### src/rtl/tdm_demux4.sv
`default_nettype none
// ============================================================================
//  Module   : tdm_demux4
//  Purpose  : Four-lane time-division demultiplexer. Collects a stream of
//             beats (slot 0 flagged by in_sof) into four parallel lane
//             registers and presents each complete frame with a valid/ready
//             handshake. Partial frames aborted by an early in_sof raise
//             frame_err; non-sof beats seen while hunting raise drop.
//  Ports    : clk, rst_n             - clock, async active-low reset
//             in_valid/in_sof/in_data/in_ready - beat input handshake
//             out_lane0..3/out_valid/out_ready - frame output handshake
//             frame_err, drop        - one-cycle registered event pulses
//  Revision : 1.0 - initial release
// ============================================================================
module tdm_demux4 #(
  parameter int WIDTH = 8
) (
  input  logic             clk,
  input  logic             rst_n,
  input  logic             in_valid,
  input  logic             in_sof,
  input  logic [WIDTH-1:0] in_data,
  output logic             in_ready,
  output logic [WIDTH-1:0] out_lane0,
  output logic [WIDTH-1:0] out_lane1,
  output logic [WIDTH-1:0] out_lane2,
  output logic [WIDTH-1:0] out_lane3,
  output logic             out_valid,
  input  logic             out_ready,
  output logic             frame_err,
  output logic             drop
);

  typedef enum logic [0:0] {
    HUNT    = 1'b0,
    COLLECT = 1'b1
  } state_t;

  state_t           state_q, state_d;
  logic [1:0]       slot_q, slot_d;
  logic [WIDTH-1:0] stage0_q, stage0_d;
  logic [WIDTH-1:0] stage1_q, stage1_d;
  logic [WIDTH-1:0] stage2_q, stage2_d;
  logic [WIDTH-1:0] lane0_q, lane0_d;
  logic [WIDTH-1:0] lane1_q, lane1_d;
  logic [WIDTH-1:0] lane2_q, lane2_d;
  logic [WIDTH-1:0] lane3_q, lane3_d;
  logic             out_valid_q, out_valid_d;
  logic             frame_err_q, frame_err_d;
  logic             drop_q, drop_d;

  logic             accept;
  logic             consume;
  logic             complete;

  // Only the slot-3 beat can be stalled: it is the one that overwrites the
  // output registers, so it must wait while an unconsumed frame sits there.
  assign in_ready = !((state_q == COLLECT) && (slot_q == 2'd3) &&
                      out_valid_q && !out_ready);
  assign accept   = in_valid && in_ready;
  assign consume  = out_valid_q && out_ready;

  always_comb begin
    state_d     = state_q;
    slot_d      = slot_q;
    stage0_d    = stage0_q;
    stage1_d    = stage1_q;
    stage2_d    = stage2_q;
    lane0_d     = lane0_q;
    lane1_d     = lane1_q;
    lane2_d     = lane2_q;
    lane3_d     = lane3_q;
    out_valid_d = out_valid_q;
    frame_err_d = 1'b0;
    drop_d      = 1'b0;
    complete    = 1'b0;

    if (accept) begin
      case (state_q)
        HUNT: begin
          if (in_sof) begin
            stage0_d = in_data;
            slot_d   = 2'd1;
            state_d  = COLLECT;
          end else begin
            drop_d = 1'b1;
          end
        end
        COLLECT: begin
          if (in_sof) begin
            // Early sof: abandon the partial frame and restart from this beat.
            frame_err_d = 1'b1;
            stage0_d    = in_data;
            slot_d      = 2'd1;
          end else begin
            case (slot_q)
              2'd3: begin
                complete = 1'b1;
                slot_d   = 2'd0;
                state_d  = HUNT;
              end
              2'd2: begin
                stage2_d = in_data;
                slot_d   = 2'd3;
              end
              default: begin
                stage1_d = in_data;
                slot_d   = 2'd2;
              end
            endcase
          end
        end
        default: state_d = HUNT;
      endcase
    end

    // Completion wins over consume so a same-edge consume/complete keeps
    // out_valid high with the new frame.
    if (complete) begin
      lane0_d     = stage0_q;
      lane1_d     = stage1_q;
      lane2_d     = stage2_q;
      lane3_d     = in_data;
      out_valid_d = 1'b1;
    end else if (consume) begin
      out_valid_d = 1'b0;
    end
  end

  always_ff @(posedge clk or negedge rst_n) begin
    if (!rst_n) begin
      state_q     <= HUNT;
      slot_q      <= 2'd0;
      stage0_q    <= '0;
      stage1_q    <= '0;
      stage2_q    <= '0;
      lane0_q     <= '0;
      lane1_q     <= '0;
      lane2_q     <= '0;
      lane3_q     <= '0;
      out_valid_q <= 1'b0;
      frame_err_q <= 1'b0;
      drop_q      <= 1'b0;
    end else begin
      state_q     <= state_d;
      slot_q      <= slot_d;
      stage0_q    <= stage0_d;
      stage1_q    <= stage1_d;
      stage2_q    <= stage2_d;
      lane0_q     <= lane0_d;
      lane1_q     <= lane1_d;
      lane2_q     <= lane2_d;
      lane3_q     <= lane3_d;
      out_valid_q <= out_valid_d;
      frame_err_q <= frame_err_d;
      drop_q      <= drop_d;
    end
  end

  assign out_lane0 = lane0_q;
  assign out_lane1 = lane1_q;
  assign out_lane2 = lane2_q;
  assign out_lane3 = lane3_q;
  assign out_valid = out_valid_q;
  assign frame_err = frame_err_q;
  assign drop      = drop_q;

endmodule
`default_nettype wire

### config.mk
export PLATFORM = sky130hd
export DESIGN_NAME = tdm_demux4
export DESIGN_NICKNAME = d
export VERILOG_FILES = /design/src/rtl/tdm_demux4.sv
export SDC_FILE = /design/constraint.sdc
export NUM_CORES = 1
export LEC_CHECK = 0
export CORE_ASPECT_RATIO = 0.5
export CORE_MARGIN = 5
export CORE_UTILIZATION = 50
export DETAILED_ROUTE_END_ITERATION = 8
export HOLD_SLACK_MARGIN = 0.08
export PLACE_DENSITY = 0.81
export SLEW_MARGIN = 20
export SYNTH_ARGS = -nofsm -noshare
export SYNTH_HDL_FRONTEND = slang
export SYNTH_SLANG_ARGS = --single-unit
### constraint.sdc
create_clock -name clk -period 2.1 [get_ports clk]
set_clock_uncertainty 0.1 [all_clocks]
set_input_delay 0.42 -clock clk [delete_from_list [all_inputs] [get_ports clk]]
set_output_delay 0.42 -clock clk [all_outputs]
set_load 0.005 [all_outputs]
== Yosys cells after proc, flatten, opt, wreduce, memory -nomap -nowiden ==
Index checks and enable logic that the tools add are counted.
Cells by class
  equality and inequality tests: 3
  bitwise gates (word level): 3
  muxes and demuxes: 20
  reduce and logical (&&, ||, !) cells: 13
Operators by type and width (count)
  $mux W1: 14
  $mux W8: 1
  $pmux W2 S2: 2
  $reduce_and A4 Y1: 2
  $logic_and A1 B1 Y1: 5
  $eq A2 B2 Y1 const B: 2
  $mux W2: 2
  $reduce_and A2 Y1: 2
  $not A1 Y1: 3
  $logic_not A1 Y1: 2
  $ne A2 B2 Y1 const B: 1
  $pmux W1 S2: 1
  $reduce_bool A2 Y1: 1
  $reduce_or A2 Y1: 1
Word-level totals
  logic and storage cells: 51
  register bits: 62
  output and inout port bits: 36

== Logic depth before layout (Yosys ltp) ==
  word-level depth: 8
  gate-level depth with buffers: 5
  mapped depth without buffers: 3

== Least setup slack after synthesis ==
No wires, ideal clock.
  path type: input -> register
  from: input out_ready
  to: register lane1_q[0], in the netlist out_lane1[0]
  buffers on the path: 1
  library setup time: 0.125 ns
  stages on the path: 4
  data required time: 1.875 ns
  data arrival time: 1.444 ns
  slack: 0.431 ns
  path through: and2b_1 -> nor3_4 -> buf_6 -> mux2_2
Between the ends
  cells in the longest elaborated chain, start to end: 5
RTL lines
  from (decl): RTL line 29  | input logic out_ready,
  $logic_not A1 Y1: RTL line 59  | out_valid_q && !out_ready);
  $logic_and A1 B1 Y1: RTL line 59
  $logic_not A1 Y1: RTL line 58  | assign in_ready = !((state_q == COLLECT) && (slot_q == 2'd3) &&
  $logic_and A1 B1 Y1: RTL line 60  | assign accept = in_valid && in_ready;
  $mux W1: RTL line 78  | if (accept) begin
  to (signal assigned): RTL line 151  | lane1_q <= lane1_d;
  to (decl): RTL line 45  | logic [WIDTH-1:0] lane1_q, lane1_d;
Every way passes these cells.
A chain may end at the register's enable or synchronous reset.

== Worst setup path after layout ==
  from: input out_ready
  to: output in_ready
Between the ends
  cells in the longest elaborated chain, start to end: 3
RTL lines
  $logic_not A1 Y1: RTL line 59
  $logic_and A1 B1 Y1: RTL line 59
  $logic_not A1 Y1: RTL line 58
  to (decl): RTL line 23  | output logic in_ready,
Every way passes these cells.

==> summary.md <==
| Metric | Value |
|---|---|
| Iteration-0 DRC Markers | `35` |
| I/O pin cnt | `49` |
| Least-Margin Pin Slew | `0.368 ns` |
| Die Ht | `59.5 um` |
| Synthesized flop and latch total | `62` |
| Placed wire-length estimate | `3.12 mm` |
| Placed cell count | `272` |
| CTS tree | `yes` |
| Area delta synth->final | `35.0%` |
| Reg clk slew, reported paths | `0.06 ns` |
| Outcome | `completed` |
| Worst EP arrival | `1.48 ns` |
| Width of the die | `109 um` |
| Fillers | `344` |
| Max-slew headroom | `75.5%` |
| Vias in the first global route | `1626` |
| IO buf count | `48` |
| Avg WL per Cell | `15.8 um` |
| Largest stage delay, worst path | `0.41 ns` |
| Yosys warns | `0` |
| CP cell instances | `clkdlybuf4s50_1 -> and2b_2 -> nand4_1 -> dlygate4sd2_1` |
| Crit path launch type | `primary input` |
| Syn_area_per_cell | `16.4 um^2` |
| Drt pass-1 iters | `3` |
| Ys async rst share | `100%` |
| Vias per cell | `4.99` |
| LEAKAGE | `1.43 nW` |
| Post-synthesis sequential area ratio | `63.4%` |
| RSZ-0062 raised after global routing | `no` |
| Routability Congestion | `0.759` |
| Netlist cell types | `25` |
| Fin. Hold Viols | `0` |
| Root Buffer | `clkbuf_8` |
| Setup ws final | `0.104 ns` |
| Post-synthesis cell count | `149` |
| Final core occ | `68.6%` |
| Clock Latency Late Sink | `0.33 ns` |
| Most frequent cells in the layout | `dfrtp_1 (62), mux2_2 (53), clkdlybuf4s50_1 (46)` |
| Crit share post-route | `95.0%` |
| CTS Buffer Depth | `2` |
| Setup violation total in the final timing report | `0` |
| HP Class | `reg2reg` |
| Initial core utilization | `50.8%` |
| Most common cell after layout, fill and taps aside | `dfrtp_1` |
| Power density over the cells | `1370 nW/um^2` |
| DRC violations left | `0` |
| Max-Cap Viols | `0` |
| NumNets Final | `227` |
| Largest net degree at the start of global routing | `63` |
| Final ANT Viol Nets | `0` |
| CP Class | `in2out` |
| Cell Rows | `18` |
| Fmax | `0.501 GHz` |
| Fin cells | `288` |
| Slowest cell on the critical path | `clkdlybuf4s50_1` |
| Post-Place Worst Slack | `-0.138 ns` |
| Combined area of all synthesized cells | `2450 um^2` |
| Max rail drop VDD | `0.000617 V` |
| CTS H-tree lvls | `3` |
| Setup crit end kind | `output port` |
| Post-synth EDFFs | `0` |
| Diode count | `0` |
| TritonCTS buffer count | `9` |
| DIE AREA | `6480 um^2` |
| Post-layout min period | `2.00 ns` |
| Final slew viol count | `0` |
| First-pass GRT wire length | `7.79 mm` |
| Synthesized netlist net count | `162` |
| Clk sinks | `62` |
| Top_reg_cell synth | `dfrtp_1` |
| Via Count | `1436` |
| Gr usage total | `16.0%` |
| Max Fanout on Critical Path | `3` |
| Final Power | `0.00453 W` |
| Total gr overflow | `0` |
| Critical Path RT | `1.58 ns` |
| Drt total wl | `4.56 mm` |
| Share of layout cells above drive strength 1 | `39.9%` |
| Core Region | `4820 um^2` |
| Initial antenna violation count | `0` |
## what timing repair did
| action | 4_1_cts | 5_1_grt |
|---|---|---|
| gates resized for setup | 2 | 0 |
| hold endpoints to repair | 62 | 0 |
| setup buffers | 0 | 0 |
| setup endpoints to repair | 1 | 0 |
| hold buffers | 1 | 0 |
## registers in the layout, indices dropped and copies added, names as in the netlist
signal / flops
out_lane1: 8
slot_q: 2
out_lane3: 8
out_lane0: 8
stage0_q: 8
stage1_q: 8
frame_err: 1
drop: 1
out_valid: 1
state_q: 1
out_lane2: 8
stage2_q: 8
## path summary, 6_finish.rpt
check	startpoint	to	slack (ns)	depth (start not counted)
max	out_ready	in_ready	0.10	4
min	stage1_q[2]	out_lane1[2]	0.40	1
max reg2reg	slot_q[1]	out_lane1[7]	0.26	4
min reg2reg	stage1_q[2]	out_lane1[2]	0.40	1
max in group asynchronous	rst_n	stage1_q[4]	1.11	3
min in group asynchronous	rst_n	out_valid	0.53	3
## metal layers
layer | vias to the layer above | routed length, um | GRT usage, %
met2 | 25 | 2350 | 27.4
met4 | 0 | 41 | 5.94
met3 | 5 | 192 | 4.90
li1 | 660 | - | -
met5 | - | 0 | 0
met1 | 746 | 1970 | 19.3
## final cells by class
class	instances	area, um^2	share of cell area (%)
Sequential cell	62	1550	47.0
Multi-Input combinational cell	80	833	25.2
Timing Repair Buffer	60	629	19.0
Clock buffer	12	155	4.70
Tap cell	70	87.6	2.65
Clock inverter	3	43.8	1.33
Inverter	1	3.75	0.114
## cell usage after synthesis, types with 2 or more instances
master | number | share of area [%]
dfrtp_1 | 62 | 63
mux2_2 | 53 | 24
buf_6 | 4 | 1.8
mux2_1 | 3 | 1.4
nor2_1 | 3 | 0.46
buf_4 | 2 | 0.61
nand2_1 | 2 | 0.31
nand2b_1 | 2 | 0.51
o21ai_0 | 2 | 0.41
## stage by stage
step,hold slack [ns],setup TNS (ns),instance area [um^2]
after floorplan,0.0244,0,2450
after global placement,0.347,-3.06,3100
after detailed placement,0.351,-3.00,3100
after CTS,0.399,0,3300
after global routing,0.422,0,3300
final,0.397,0,3300
## power breakdown
| part | total (W) | leakage (nW) | internal (W) | switching (W) |
|---|---|---|---|---|
| clock network | 0.00104 | 0.102 | 0.000607 | 0.000430 |
| logic | 0.00146 | 0.561 | 0.00103 | 0.000432 |
| registers | 0.00204 | 0.763 | 0.00171 | 0.000329 |
| total | 0.00453 | 1.43 | 0.00334 | 0.00119 |
## kinds of logic after synthesis
kind of cell	synth area share (%)
compound gates	3.37
buf+inv	2.61
flops	63.4
mux	25.8
simple gates	4.86
## worst max-delay path, delay by kind of cell
kind / cells / cell delay (ns)
buffers and inverters: 2 / 0.70
and+or+nand+nor: 2 / 0.36
Power figures use the tool's default switching activity.
